**src/rtl/imem_loader_if.sv**
```systemverilog
// Byte-stream input and instruction-memory write port of the boot loader.
// The loader takes the slave view; the stream source / memory side takes the master view.
interface imem_loader_if;
  logic        in_valid;
  logic [7:0]  in_data;
  logic        in_ready;
  logic        we;
  logic [31:0] waddr;
  logic [31:0] wdata;

  modport slave  (input in_valid, in_data, output in_ready, we, waddr, wdata);
  modport master (output in_valid, in_data, input in_ready, we, waddr, wdata);
endinterface

```
**src/rtl/imem_loader.sv**
```systemverilog
// Boot loader: parses a length-prefixed little-endian byte stream into 32-bit
// instruction words and writes them to consecutive word addresses from 0.
module imem_loader #(
  parameter int DEPTH = 64
) (
  input  logic         clk,
  input  logic         rst_n,
  input  logic         start,
  imem_loader_if.slave bus,
  output logic         busy,
  output logic         done,
  output logic         err
);

  localparam logic [2:0] IDLE  = 3'd0;
  localparam logic [2:0] HDR0  = 3'd1;
  localparam logic [2:0] HDR1  = 3'd2;
  localparam logic [2:0] DATA  = 3'd3;
  localparam logic [2:0] WRITE = 3'd4;
  localparam logic [2:0] DONE  = 3'd5;
  localparam logic [2:0] ERR   = 3'd6;

  localparam logic [16:0] DEPTH_LIM = 17'(DEPTH);

  logic [2:0]  state, state_nx;
  logic [15:0] n;
  logic [15:0] widx;
  logic [1:0]  k;
  logic [23:0] asm_word;
  logic        xfer;
  logic [15:0] hdr;

  assign xfer = bus.in_valid && bus.in_ready;
  assign hdr  = {bus.in_data, n[7:0]};

  assign bus.in_ready = (state == HDR0) || (state == HDR1) || (state == DATA);
  assign bus.we       = (state == WRITE);
  assign busy         = bus.in_ready || (state == WRITE);
  assign done         = (state == DONE);
  assign err          = (state == ERR);

  always_comb begin
    // NOTE: default assignment first so every path drives state_nx; a missing path would infer a latch.
    state_nx = state;
    case (state)
      IDLE, DONE, ERR: if (start) state_nx = HDR0;
      HDR0:            if (xfer) state_nx = HDR1;
      HDR1: begin
        if (xfer) begin
          if (hdr == 16'd0)                   state_nx = DONE;
          else if ({1'b0, hdr} > DEPTH_LIM)   state_nx = ERR;
          else                                state_nx = DATA;
        end
      end
      DATA:            if (xfer && k == 2'd3) state_nx = WRITE;
      WRITE:           state_nx = (widx == n - 16'd1) ? DONE : DATA;
      default:         state_nx = IDLE;
    endcase
  end

  always_ff @(posedge clk or negedge rst_n) begin
    if (!rst_n) begin
      state     <= IDLE;
      n         <= '0;
      widx      <= '0;
      k         <= '0;
      asm_word  <= '0;
      bus.waddr <= '0;
      bus.wdata <= '0;
    end else begin
      // NOTE: non-blocking assignments so every register samples pre-edge values regardless of statement order.
      state <= state_nx;
      case (state)
        IDLE, DONE, ERR: begin
          if (start) begin
            n    <= '0;
            widx <= '0;
            k    <= '0;
          end
        end
        HDR0: if (xfer) n[7:0] <= bus.in_data;
        HDR1: begin
          if (xfer) begin
            n[15:8] <= bus.in_data;
            k       <= '0;
          end
        end
        DATA: begin
          if (xfer) begin
            k <= k + 2'd1;
            case (k)
              2'd0:    asm_word[7:0]   <= bus.in_data;
              2'd1:    asm_word[15:8]  <= bus.in_data;
              2'd2:    asm_word[23:16] <= bus.in_data;
              default: begin
                // Word complete: present it on the write port for the WRITE cycle.
                bus.wdata <= {bus.in_data, asm_word};
                bus.waddr <= {14'd0, widx, 2'b00};
              end
            endcase
          end
        end
        WRITE: begin
          widx <= widx + 16'd1;
          k    <= '0;
        end
        default: ;
      endcase
    end
  end

endmodule

```
**src/flat_wrapper.sv**
```systemverilog
// flat-port wrapper written by rule: the top's interface ports become plain ports
module imem_loader_flat 
#(
  parameter int DEPTH = 64
)
  (clk, rst_n, start, busy, done, err, bus_in_valid, bus_in_data, bus_in_ready, bus_we, bus_waddr, bus_wdata);
  imem_loader_if bus_i ();
  input  logic clk;
  input  logic rst_n;
  input  logic start;
  output logic busy;
  output logic done;
  output logic err;
  input wire logic [$bits(bus_i.in_valid)-1:0] bus_in_valid;
  input wire logic [$bits(bus_i.in_data)-1:0] bus_in_data;
  output wire logic [$bits(bus_i.in_ready)-1:0] bus_in_ready;
  output wire logic [$bits(bus_i.we)-1:0] bus_we;
  output wire logic [$bits(bus_i.waddr)-1:0] bus_waddr;
  output wire logic [$bits(bus_i.wdata)-1:0] bus_wdata;
  assign bus_i.in_valid = bus_in_valid;
  assign bus_i.in_data = bus_in_data;
  assign bus_in_ready = bus_i.in_ready;
  assign bus_we = bus_i.we;
  assign bus_waddr = bus_i.waddr;
  assign bus_wdata = bus_i.wdata;
  imem_loader #(.DEPTH(DEPTH)) u_core (.clk(clk), .rst_n(rst_n), .start(start), .bus(bus_i), .busy(busy), .done(done), .err(err));
endmodule
```
**config.mk**
```make
export PLATFORM = sky130hd
export DESIGN_NAME = imem_loader_flat
export DESIGN_NICKNAME = d
export VERILOG_FILES = /design/src/rtl/imem_loader_if.sv /design/src/rtl/imem_loader.sv /design/src/flat_wrapper.sv
export SDC_FILE = /design/constraint.sdc
export NUM_CORES = 1
export LEC_CHECK = 0
export CAP_MARGIN = 20
export CORE_MARGIN = 3
export CORE_UTILIZATION = 56
export CTS_BUF_LIST = sky130_fd_sc_hd__clkbuf_4
export CTS_CLUSTER_SIZE = 14
export DETAILED_ROUTE_END_ITERATION = 6
export PLACE_DENSITY_LB_ADDON = 0.15
export SLEW_MARGIN = 25
export SYNTH_ARGS = -nofsm -noshare
export SYNTH_HDL_FRONTEND = slang
export SYNTH_SLANG_ARGS = --single-unit
```
**constraint.sdc**
```tcl
create_clock -name clk -period 2.8 [get_ports clk]
set_input_delay 0.84 -clock clk [delete_from_list [all_inputs] [get_ports clk]]
set_output_delay 0.84 -clock clk [all_outputs]
set_load 0.1 [all_outputs]
```
==> metrics.md, run 1 <==
| Metric | Value |
|---|---|
| Run status | completed |
| Async set-reset flop share out of synthesis | 100% |
| Critical Path AT | 1730 ps |
| Count of hold-fix buffers inserted at cts | 0 |
| Power Dens Cells | 1140 mW/mm^2 |
| Grt met1 use | 30.1% |
| Drc violations | 0 |
| Number of buffers created by CTS | 9 |
| Post-Syn Area | 0.00526 sq mm |
| All-layer global routing usage | 23.0% |
| Flip-flop and latch count after synthesis | 109 |
| Maximum VDD drop | 0.626 mV |
| Synthesis warning total | 0 |
| Fin Setup TNS | 0 ps |
| Share of power burned in the clock network | 11.3% |
| Required arrival time at the worst endpoint | 1960 ps |
| Logic pwr share | 53.9% |
| Placed cell count | 652 |
| Final critical delay including setup and external delays | 2570 ps |
| Combinational family with the most area after synthesis | multiplexers |
| Nets | 574 |
| Unique cell type count in the Yosys netlist | 53 |
| Static leakage | 2.98 nW |
| Post-synthesis xor/xnor area fraction | 4.16% |
| Total design power | 7.01 mW |
| Max-cap check violation count | 0 |
| DR WL/cell | 16.7 um |
| Post-synthesis cell type with the largest combined area | dfrtp_1 |
| Starting utilization of the core area | 58.9% |
| GR peak layer | met2 |
| Clock root buffer | clkbuf_4 |
| Met3 layer usage reported by global route | 5.75% |
| Post-synthesis instance total | 481 |
| Finish-stage setup viols | 0 |
| DIE WIDTH | 103 um |
| Net switching power | 3.52 mW |
| Post-synth EDFFs | 0 |
| Final period utilization | 91.7% |
| Most frequent cells after synthesis | dfrtp_1 (109), mux2_2 (70), nand2_1 (61), o21ai_0 (47), nor2_1 (23) |
| Cells taking the most area after synthesis | dfrtp_1 (52%), mux2_2 (15%), o21ai_0 (4.5%) |
| Cell area after layout | 0.00615 sq mm |
| Largest net degree at the start of global routing | 48 |
| I/O Buffers | 64 |
| Proportion of synthesized area in mux cells | 15.0% |
| Most common cell in the netlist | dfrtp_1 |
| Number of global-route vias before repair | 3,731 |
| Iter 0 DRT Violations | 184 |
| Vertical extent of the die | 103 um |
| Sink count of the clock tree | 109 |
| Worst Tran Pin Value | 834 ps |
| Number of endpoints with negative hold slack in the final report | 0 |
| Fraction of the mapped netlist area in simple logic gates | 12.9% |
| Core outline area | 0.00893 sq mm |
| Clk Latency, worst-skew pair | 470 ps |
| Part of the power in registers | 34.8% |
| Wire length of the first global-routing pass | 18,900 um |
| Maximum clock rate | 0.389 GHz |
| H-tree depth | 3 |
| Share of the synthesized area in compound gates (AO/OA/AOI/OAI) | 9.38% |
| Total Routed Length | 11,100 um |
| Sum of overflow across all layers after global routing | 0 |
| Crit path max fanout | 8 |
| Class of the worst hold path | in2async |
| Clock skew after layout | 25.6 ps |
| DR vias | 3,781 |
| Total half-perimeter wirelength after legalization and detailed placement | 8100 um |
| Critical Setup Path Class | reg2out |
| Met2 Resource Use GR | 38.7% |
| Maximum clock path buffer count | 2 |
| Relative max-transition margin | 44.0% |
| Power Internal | 3.49 mW |
| Count of inserted antenna diode cells | 0 |
| Non-filler instance count after layout | 668 |
| Switching share of power | 50.2% |
| Pins Over Slew Limit | 0 |
| Detail Route Antenna Nets | 0 |
| CTS tree | done |
| First-pass detailed-route iteration total | 4 |
| Placer Congestion | 0.846 |
| Fraction of final layout cells sized beyond drive strength 1 | 30.7% |
| Register area share after synthesis | 51.9% |
| Layout Area Growth over Synthesis | 17.0% |
| Vias per cell | 5.66 |
| Adder-cell share of the synthesized area | 1.86% |
| I/O pin total | 81 |
| Placement Rows | 34 |
| Main flop type after synthesis | dfrtp_1 |
| Synthesized area per cell | 10.9 sq um |
| Antenna violations before repair | 0 |
| Clock-pin slew on the worst setup and hold paths | 170 ps |
| Type of destination of the critical path | output port |
| Instance area after placement | 0.00600 sq mm |
| Critical path startpoint category | flip-flop |
| Share of Yosys cell area claimed by the top area cell type | 51.9% |
| Hold Worst Slack | 359 ps |
| Area enclosed by the die boundary | 0.0106 sq mm |
| RSZ-0062 raised after global routing | false |
==> kinds of logic (layout without fill, tap and decap cells) <==
kind of cell / Yosys count / count (layout)
multiplexers: 70 / 70
XOR/XNOR: 25 / 25
AND/OR/NAND/NOR: 137 / 137
buffers and inverters: 47 / 111
other: 1 / 16
adder cells (fa/ha/maj): 8 / 8
AO/OA/AOI/OAI: 84 / 84
flip-flops: 109 / 109
==> state kept, by name (all words and copies together), names as in the netlist <==
signal and cells:
u_core.asm_word 24, u_core.bus.waddr 16, u_core.k 2, u_core.bus.wdata 32
u_core.n 16, u_core.widx 16, u_core.state 3
==> power groups by stage <==
| stage | logic, mW | clock network, mW | registers [mW] |
|---|---|---|---|
| after floorplan | 2.05 | 0 | 3.26 |
| after global placement | 3.69 | 0 | 2.44 |
| after detailed placement | 3.77 | 0 | 2.47 |
| after CTS | 3.78 | 0.816 | 2.44 |
| after global routing | 4.06 | 0.886 | 2.52 |
| final | 3.78 | 0.790 | 2.44 |
==> through the flow <==
stage                     util, %  setup slack (ps)
after global routing         68.9              77.3
after global placement       67.2               177
after detailed placement     67.2               146
after CTS                    68.8              96.1
final                        68.9               232
after floorplan                 -              10.0
==> layer usage <==
| layer | up-vias | part of all wire (%) |
|---|---|---|
| met5 | - | 0 |
| met4 | 0 | 1.5 |
| met3 | 11 | 5.3 |
| met2 | 106 | 50 |
| met1 | 1850 | 43 |
| li1 | 1814 | - |
==> layout make-up <==
type / count / area (sq um)
inverter: 10 / 37.5
multi-input combinational: 340 / 2350
fill: 705 / 2780
tap: 108 / 135
clock inverter: 7 / 77.6
clock buffer: 9 / 67.6
sequential: 109 / 2730
timing repair buffer: 85 / 751
==> worst max-delay path, cell delays in order (launching register included) <==
cell and delay [ps]:
dfrtp_1 520, nor2_2 260, nand2_1 140, inv_1 160, buf_12 190
==> layout by cell type (no fill, tap or decap), types with 2 or more instances in the layout <==
| master | instances |
|---|---|
| nand3_1 | 7 |
| a311oi_1 | 2 |
| conb_1 | 16 |
| nand3b_1 | 2 |
| buf_12 | 7 |
| o211ai_1 | 2 |
| o41ai_1 | 2 |
| buf_4 | 68 |
| clkinv_8 | 2 |
| o21ai_0 | 47 |
| clkbuf_4 | 9 |
| mux2_2 | 70 |
| xor2_1 | 11 |
| nand2b_1 | 3 |
| clkdlybuf4s50_1 | 10 |
| nand2_1 | 60 |
| and3_1 | 6 |
| and4_1 | 2 |
| dfrtp_1 | 109 |
| nor2_1 | 22 |
| a21oi_1 | 12 |
| nand4_1 | 7 |
| o31ai_1 | 2 |
| nor4_1 | 6 |
| inv_1 | 10 |
| or4_1 | 3 |
| nor3_1 | 7 |
| ha_1 | 7 |
| xnor2_1 | 13 |
| o21bai_1 | 2 |
| inv_8 | 2 |
| a31oi_1 | 4 |
==> path summary, 6_finish.rpt <==
| check | cells after the start | slack [ps] | to | startpoint |
|---|---|---|---|---|
| max | 4 | 230 | bus_we | u_core.state[0]$_DFFE_PN0P_ |
| min | 1 | 360 | u_core.widx[0]$_DFFE_PN0P_ | rst_n |
| max reg2reg | 8 | 310 | u_core.state[2]$_DFFE_PN0P_ | u_core.n[0]$_DFFE_PN0P_ |
| min reg2reg | 2 | 500 | u_core.bus.waddr[5]$_DFFE_PN0P_ | u_core.bus.waddr[5]$_DFFE_PN0P_ |
| max in group asynchronous | 2 | 1740 | u_core.bus.wdata[15]$_DFFE_PN0P_ | rst_n |
| min in group clk | 2 | 500 | u_core.bus.waddr[5]$_DFFE_PN0P_ | u_core.bus.waddr[5]$_DFFE_PN0P_ |
==> what timing repair did <==
item / 4_1_cts / 5_1_grt
endpoints found under the setup margin: 0 / 1
endpoints found under the hold margin: 0 / 0
setup buffers: 0 / 0
gates resized for setup: 0 / 1
No activity file was read; power rests on OpenSTA's default activity.
==> run 2: changes to the inputs <==
--- a/config.mk
+++ b/config.mk
@@ -5,7 +5,6 @@
 export SDC_FILE = /design/constraint.sdc
 export NUM_CORES = 1
 export LEC_CHECK = 0
-export CAP_MARGIN = 20
 export CORE_MARGIN = 3
 export CORE_UTILIZATION = 56
 export CTS_BUF_LIST = sky130_fd_sc_hd__clkbuf_4
==> results of run 2 <==
No change in the layout: final DEF, timing and power equal those of run 1.
